**src/rtl/osc_pkg.sv**
```systemverilog
// Shared types for the multi-channel oscillator.
// Build option: OSC_HARD_SYNC_EN enables per-channel hard sync.
package osc_pkg;

  typedef enum logic [1:0] {
    SAW_UP = 2'd0,
    SAW_DN = 2'd1,
    TRI    = 2'd2,
    PULSE  = 2'd3
  } wave_mode_e;

  // Storage widths; the top slices down to PHASE_W / ADDR_W.
  localparam int CFG_INC_W = 32;
  localparam int CFG_PW_W  = 16;

  typedef struct packed {
    logic                 en;
    wave_mode_e           mode;
    logic [CFG_INC_W-1:0] inc;
    logic [CFG_PW_W-1:0]  pw;
  } osc_cfg_t;

  // Mid-scale pulse width: 2^(addr_w-1).
  function automatic logic [CFG_PW_W-1:0] def_pw(
    input int addr_w
  );
    return CFG_PW_W'(1) << (addr_w - 1);
  endfunction

  function automatic osc_cfg_t cfg_rst(
    input int addr_w
  );
    osc_cfg_t c;
    c.en   = 1'b0;
    c.mode = SAW_UP;
    c.inc  = '0;
    c.pw   = def_pw(addr_w);
    return c;
  endfunction

endpackage

```
**src/rtl/osc_wave_shaper.sv**
```systemverilog
// Combinational waveform map from a phase address
// to a signed sample.
module osc_wave_shaper
  import osc_pkg::*;
#(
  parameter int ADDR_W = 9,
  parameter int OUT_W  = 16
) (
  input  logic [ADDR_W-1:0]       a,
  input  wave_mode_e              mode,
  input  logic [ADDR_W-1:0]       pw,
  input  logic                    en,
  output logic signed [OUT_W-1:0] y
);

  localparam int S = OUT_W - ADDR_W;
  localparam logic [OUT_W-1:0] MIN_V =
    {1'b1, {(OUT_W-1){1'b0}}};
  localparam logic [OUT_W-1:0] MAX_V = ~MIN_V;

  logic [ADDR_W-1:0] t;
  logic [OUT_W-1:0]  up;
  logic [OUT_W-1:0]  dn;
  logic [OUT_W-1:0]  tri_v;

  // Raw shapes; subtracting 2^(OUT_W-1) is an MSB flip.
  always_comb begin
    t     = a[ADDR_W-1] ? ~a : a;
    up    = (OUT_W'(a) << S) ^ MIN_V;
    dn    = (up == MIN_V) ? MAX_V : -up;
    tri_v = (OUT_W'(t) << (S + 1)) ^ MIN_V;
  end

  // Mode select; disabled channels output zero.
  always_comb begin
    y = '0;
    if (en) begin
      unique case (mode)
        SAW_UP: y = up;
        SAW_DN: y = dn;
        TRI:    y = tri_v;
        PULSE:  y = (a < pw) ? MAX_V : MIN_V;
      endcase
    end
  end

endmodule

```
**src/rtl/multi_wave_osc.sv**
```systemverilog
// Time-multiplexed multi-channel oscillator.
// Build option: OSC_HARD_SYNC_EN adds sync_mask input.
module multi_wave_osc
  import osc_pkg::*;
#(
  parameter int NUM_CH  = 4,
  parameter int PHASE_W = 24,
  parameter int ADDR_W  = 9,
  parameter int OUT_W   = 16,
  localparam int CH_W =
    (NUM_CH > 1) ? $clog2(NUM_CH) : 1
) (
  input  logic                    clk,
  input  logic                    reset,
  input  logic                    tick,
  input  logic                    cfg_we,
  input  logic [CH_W-1:0]         cfg_ch,
  input  logic                    cfg_en,
  input  logic [1:0]              cfg_mode,
  input  logic [PHASE_W-1:0]      cfg_inc,
  input  logic [ADDR_W-1:0]       cfg_pw,
`ifdef OSC_HARD_SYNC_EN
  input  logic [NUM_CH-1:0]       sync_mask,
`endif
  output logic                    out_valid,
  input  logic                    out_ready,
  output logic [CH_W-1:0]         out_ch,
  output logic signed [OUT_W-1:0] out_data,
  output logic                    out_last,
  output logic                    busy,
  output logic                    overrun
);

  typedef enum logic {IDLE, RUN} state_e;

  localparam logic [CH_W-1:0] LAST_CH =
    CH_W'(NUM_CH - 1);

  state_e state_q;
  state_e state_d;

  logic            ev;
  logic [CH_W-1:0] ev_ch;

  osc_cfg_t           cfg_q   [NUM_CH];
  logic [PHASE_W-1:0] phase_q [NUM_CH];

  osc_cfg_t              ev_cfg;
  osc_cfg_t              wr_cfg;
  logic [PHASE_W-1:0]    ev_ph;
  logic [PHASE_W-1:0]    ev_inc;
  logic [PHASE_W-1:0]    nxt_ph;
  logic [ADDR_W-1:0]     ev_a;
  logic                  ev_sync;
  logic signed [OUT_W-1:0] ev_y;
  logic                  unused_cfg;

  assign out_valid = (state_q == RUN);
  assign busy      = (state_q == RUN);

  // State register.
  always_ff @(posedge clk) begin
    if (reset) state_q <= IDLE;
    else       state_q <= state_d;
  end

  // Walk control: pick the channel to evaluate this edge.
  always_comb begin
    state_d = state_q;
    ev      = 1'b0;
    ev_ch   = '0;
    unique case (state_q)
      IDLE: begin
        if (tick) begin
          ev      = 1'b1;
          state_d = RUN;
        end
      end
      RUN: begin
        if (out_ready) begin
          if (out_ch == LAST_CH) begin
            state_d = IDLE;
          end else begin
            ev    = 1'b1;
            ev_ch = out_ch + 1'b1;
          end
        end
      end
      default: state_d = IDLE;
    endcase
  end

  // Fetch the evaluated channel and form its next phase.
  always_comb begin
    ev_cfg  = cfg_q[ev_ch];
    ev_ph   = phase_q[ev_ch];
    ev_inc  = ev_cfg.inc[PHASE_W-1:0];
`ifdef OSC_HARD_SYNC_EN
    ev_sync = sync_mask[ev_ch];
`else
    ev_sync = 1'b0;
`endif
    ev_a    = ev_sync ? '0
                      : ev_ph[PHASE_W-1 -: ADDR_W];
    nxt_ph  = ev_sync ? ev_inc : ev_ph + ev_inc;
    unused_cfg = ^{ev_cfg.inc, ev_cfg.pw};
  end

  // Incoming config record, widened to storage size.
  always_comb begin
    wr_cfg.en   = cfg_en;
    wr_cfg.mode = wave_mode_e'(cfg_mode);
    wr_cfg.inc  = CFG_INC_W'(cfg_inc);
    wr_cfg.pw   = CFG_PW_W'(cfg_pw);
  end

  osc_wave_shaper #(
    .ADDR_W (ADDR_W),
    .OUT_W  (OUT_W)
  ) u_shaper (
    .a    (ev_a),
    .mode (ev_cfg.mode),
    .pw   (ev_cfg.pw[ADDR_W-1:0]),
    .en   (ev_cfg.en),
    .y    (ev_y)
  );

  // Output register, phase RAM and config RAM.
  always_ff @(posedge clk) begin
    if (reset) begin
      out_data <= '0;
      out_ch   <= '0;
      out_last <= 1'b0;
      overrun  <= 1'b0;
      for (int i = 0; i < NUM_CH; i++) begin
        phase_q[i] <= '0;
        cfg_q[i]   <= cfg_rst(ADDR_W);
      end
    end else begin
      overrun <= tick && (state_q == RUN);
      if (ev) begin
        out_data <= ev_y;
        out_ch   <= ev_ch;
        out_last <= (ev_ch == LAST_CH);
        if (ev_cfg.en) phase_q[ev_ch] <= nxt_ph;
      end
      if (cfg_we && (int'(cfg_ch) < NUM_CH))
        cfg_q[cfg_ch] <= wr_cfg;
    end
  end

endmodule

```
**config.mk**
```make
export PLATFORM = sky130hd
export DESIGN_NAME = multi_wave_osc
export DESIGN_NICKNAME = d
export VERILOG_FILES = /design/src/rtl/osc_pkg.sv /design/src/rtl/osc_wave_shaper.sv /design/src/rtl/multi_wave_osc.sv
export SDC_FILE = /design/constraint.sdc
export NUM_CORES = 1
export LEC_CHECK = 0
export ABC_AREA = 1
export BUFFER_PORTS_ARGS = -buffer_cell sky130_fd_sc_hd__buf_2
export CAP_MARGIN = 20
export CORE_AREA = 3 3 199 201
export CTS_CLUSTER_SIZE = 10
export DETAILED_ROUTE_END_ITERATION = 8
export DIE_AREA = 0 0 202 204
export GPL_TIMING_DRIVEN = 0
export PLACE_DENSITY = 0.52
export SYNTH_ARGS = -nofsm -noshare
export SYNTH_HDL_FRONTEND = slang
export SYNTH_SLANG_ARGS = --single-unit
export TNS_END_PERCENT = 50
```
**constraint.sdc**
```tcl
create_clock -name clk -period 4.05 [get_ports clk]
set_clock_uncertainty 0.05 [all_clocks]
set_input_delay 0.2025 -clock clk [delete_from_list [all_inputs] [get_ports clk]]
set_output_delay 0.2025 -clock clk [all_outputs]
set_load 0.02 [all_outputs]
```
==> flow_metrics.env <==
export IMPL_status="finished clean"
export IMPL_synth_seq_cells=255
export IMPL_drive_above_1_share_pct=15.5
export IMPL_critPathBufInv=5
export IMPL_power_leakage_nw=6.46
export IMPL_wire_per_inst_um=19.5
export IMPL_relSlewSlack_pct=38.6
export IMPL_hp_class="in2reg"
export IMPL_final_cells=2074
export IMPL_period_share_pct=96.4
export IMPL_wirelength_um=40500
export IMPL_dp_hpwl_um=28400
export IMPL_io_buffer_count=63
export IMPL_rows=71
export IMPL_drt_iter0_drc=796
export IMPL_io_pins=65
export IMPL_die_area_sq_um=41200
export IMPL_core_area_sq_um=37800
export IMPL_yosys_area_top_type="edfxtp_1"
export IMPL_cts_root_buf="clkbuf_16"
export IMPL_antenna_cells=0
export IMPL_dpl_cell_area_sq_um=14100
export IMPL_path_clk_slew_ps=60
export IMPL_gr_usage_all_layers_pct=19.3
export IMPL_ir_worst_vdd_mv=0.319
export IMPL_yosys_warnings=0
export IMPL_grt_max_degree=29
export IMPL_synth_avg_cell_area_sq_um=9.24
export IMPL_worstHoldPathCells=4
export IMPL_final_nets=1624
export IMPL_synth_top_area_share_pct=55.9
export IMPL_synth_area_sq_um=12900
export IMPL_worst_slew_pin_slew_ps=918
export IMPL_syn_nets=1472
export IMPL_setup_worst_path_start="out_ch[0]$_SDFFE_PP0P_"
export IMPL_cts_buffers=30
export IMPL_synthCells=1395
export IMPL_vias=10414
export IMPL_die_h_um=204
export IMPL_timing_fmax_ghz=0.256
export IMPL_synthTopCellsByArea="edfxtp_1, nor2_1, nand2_1, inv_1, ha_1"
export IMPL_r2r_end="phase_q[3][18]$_DFFE_PP_"
export IMPL_critPathMaxStageDelay_ps=370
export IMPL_design_area_sq_um=15900
export IMPL_die_w_um=202
export IMPL_synthFlopType="edfxtp_1"
export IMPL_clock_path_buffers=3
export IMPL_crit_type="reg2reg"
export IMPL_gp_congestion=0.903
export IMPL_cp_arrival_ps=4140
export IMPL_dp_cells=1978
export IMPL_first_pass_iters=5
export IMPL_cts_sinks=255
export IMPL_clock_latency_ps=570
export IMPL_area_growth_pct=23.4
export IMPL_drc_errors=0
export IMPL_post_place_ws_ps=-1590
export IMPL_antenna_found_initial=0
export IMPL_holdCritStartpoint="cfg_ch[1]"
export IMPL_worstPathCellList="ha_2, nor2_4, nand3_4, clkbuf_8, clkbuf_8, clkbuf_8, nand2_2, a31oi_4, ha_4, inv_2, fa_2, nand3b_1, nand2_2, a21boi_2, inv_1, nand2_1, nand2_2, a21boi_2, nor2_1, nor2_2, xor2_2, nor2_1"
export IMPL_grt_pass1_vias=10374
export IMPL_maxCapViolations=0
export IMPL_crit_path_top_delay_cell="dfxtp_4"
export IMPL_cp_required_ps=4290
export IMPL_powerDensity_nw_per_um2=434
export IMPL_synth_enable_flop_cells=240
export IMPL_cp_max_fo=10
export IMPL_finalCriticalPeriod_ps=3900
export IMPL_ys_seq_area_share_pct=58.2
export IMPL_routed_via_density=5.02
export IMPL_start_util_pct=34.1
export IMPL_fin_hold_ws_ps=52.0
export IMPL_synth_commonest_cells="nor2_1, nand2_1, edfxtp_1, inv_1, o21ai_0"
export IMPL_cts_tree="done"
export IMPL_ys_types=40
export IMPL_async_flop_share_pct=0
export IMPL_finalMaxSlewViolations=0
export IMPL_r2r_start="out_ch[0]$_SDFFE_PP0P_"
export IMPL_globalRouteOverflowTotal=0
export IMPL_critPathCaptureType="flip-flop"
export IMPL_setup_ws_ps=148
export IMPL_ant_nets=0
export IMPL_htreeDepth=1
export IMPL_startpoint_type="flip-flop"
export IMPL_synth_most_common_cell="nor2_1"
export IMPL_holdPathEnd="cfg_q[2][8]$_SDFFCE_PN1P_"
export IMPL_critical_path_top_delay_family="simple AND/OR/NAND/NOR gates"
export IMPL_finalHoldViolCount=0
export IMPL_ff2ff_path_depth=22
export IMPL_grt_pass1_wl_um=61300
export IMPL_setup_viol=0
export IMPL_ff2ff_setup_slack_ps=150
registers in the layout, indices dropped and copies added, names as in the netlist:
register,flops
phase_q,96
out_data,10
busy,1
out_ch,2
out_last,1
overrun,1
cfg_q,144
area by class of cell:
| cell class | instances | area [sq um] |
|---|---|---|
| fill | 3715 | 21800 |
| timing repair buffer | 121 | 1020 |
| clock buffer | 43 | 831 |
| inverter | 125 | 469 |
| buffer | 78 | 508 |
| tap | 511 | 639 |
| multi-input combinational | 936 | 4910 |
| sequential | 255 | 7510 |
| clock inverter | 5 | 20.0 |
per-layer routing:
layer  part of all wire (%)  global-route usage [%]  routed length [um]
met5                      0                       0                   0
met4                    2.5                    5.18                1000
met3                    4.4                    2.34                1790
met2                     48                    33.2               19400
met1                     45                    26.0               18300
worst max-delay path by stage:
stage                                       endpoint  cells past startpoint  slack (ps)
after floorplan             phase_q[3][18]$_DFFE_PP_                     22          50
after global placement    cfg_q[2][23]$_SDFFCE_PN0P_                      4       -2140
after detailed placement    phase_q[3][18]$_DFFE_PP_                     22       -1590
after CTS                   phase_q[3][18]$_DFFE_PP_                     22       -0.04
after global routing        phase_q[3][18]$_DFFE_PP_                     23         -80
final                       phase_q[3][18]$_DFFE_PP_                     22         150
cells by family (layout without fill, tap and decap cells):
family / Yosys count / count (layout) / synth area share, %
AOI/OAI and AO/OA: 206 / 206 / 9.08
xor gates and xnor gates: 19 / 19 / 1.29
adders and majority gates: 34 / 34 / 3.36
buffers and inverters: 204 / 372 / 6.29
DFF: 255 / 255 / 58.2
muxes: 1 / 1 / 0.0873
and+or+nand+nor: 676 / 676 / 21.7
power by group:
| group | leakage, nW | total (mW) | internal, mW | switching (mW) |
|---|---|---|---|---|
| clock network | 0.412 | 2.45 | 1.40 | 1.06 |
| registers | 2.53 | 3.13 | 3.08 | 0.0500 |
| logic | 3.52 | 1.33 | 0.454 | 0.877 |
per-stage QoR:
stage / TNS, ps / utilization, % / power (mW)
floorplan: 0 / - / 3.96
global placement: -246440 / 36.7 / 4.33
detailed placement: -88160 / 37.4 / 4.37
CTS: -0.0440 / 41.4 / 6.86
global route: -302 / 42.1 / 7.20
finish: 0 / 42.1 / 6.91
placed cells by master (no fill, tap or decap), drive strengths merged, types with 7 or more instances in the layout:
cell type	count
a21oi	63
a31oi	22
a32o	7
buf	119
clkbuf	83
clkinv	9
dfxtp	15
dlygate4sd3	40
edfxtp	240
ha	33
inv	121
nand2	257
nand3	63
nand4	24
nor2	281
nor3	43
o21ai	74
o22ai	22
xnor2	8
xor2	11
worst register-to-register path, cell delays in order (launching register included):
cell	delay, ps
dfxtp_4	370
ha_2	220
nor2_4	210
nand3_4	130
clkbuf_8	190
clkbuf_8	180
clkbuf_8	190
nand2_2	90
a31oi_4	130
ha_4	200
inv_2	90
fa_2	230
nand3b_1	120
nand2_2	100
a21boi_2	190
inv_1	80
nand2_1	70
nand2_2	70
a21boi_2	200
nor2_1	80
nor2_2	150
xor2_2	220
nor2_1	70
timing repair:
action,in CTS,in global routing
setup buffers,4,5
resized for setup,80,69
hold buffers,40,0
endpoints found under the setup margin,95,48
endpoints found under the hold margin,117,0
pin swaps,3,20
gates cloned,0,0
(Power assumes the default switching activity.)
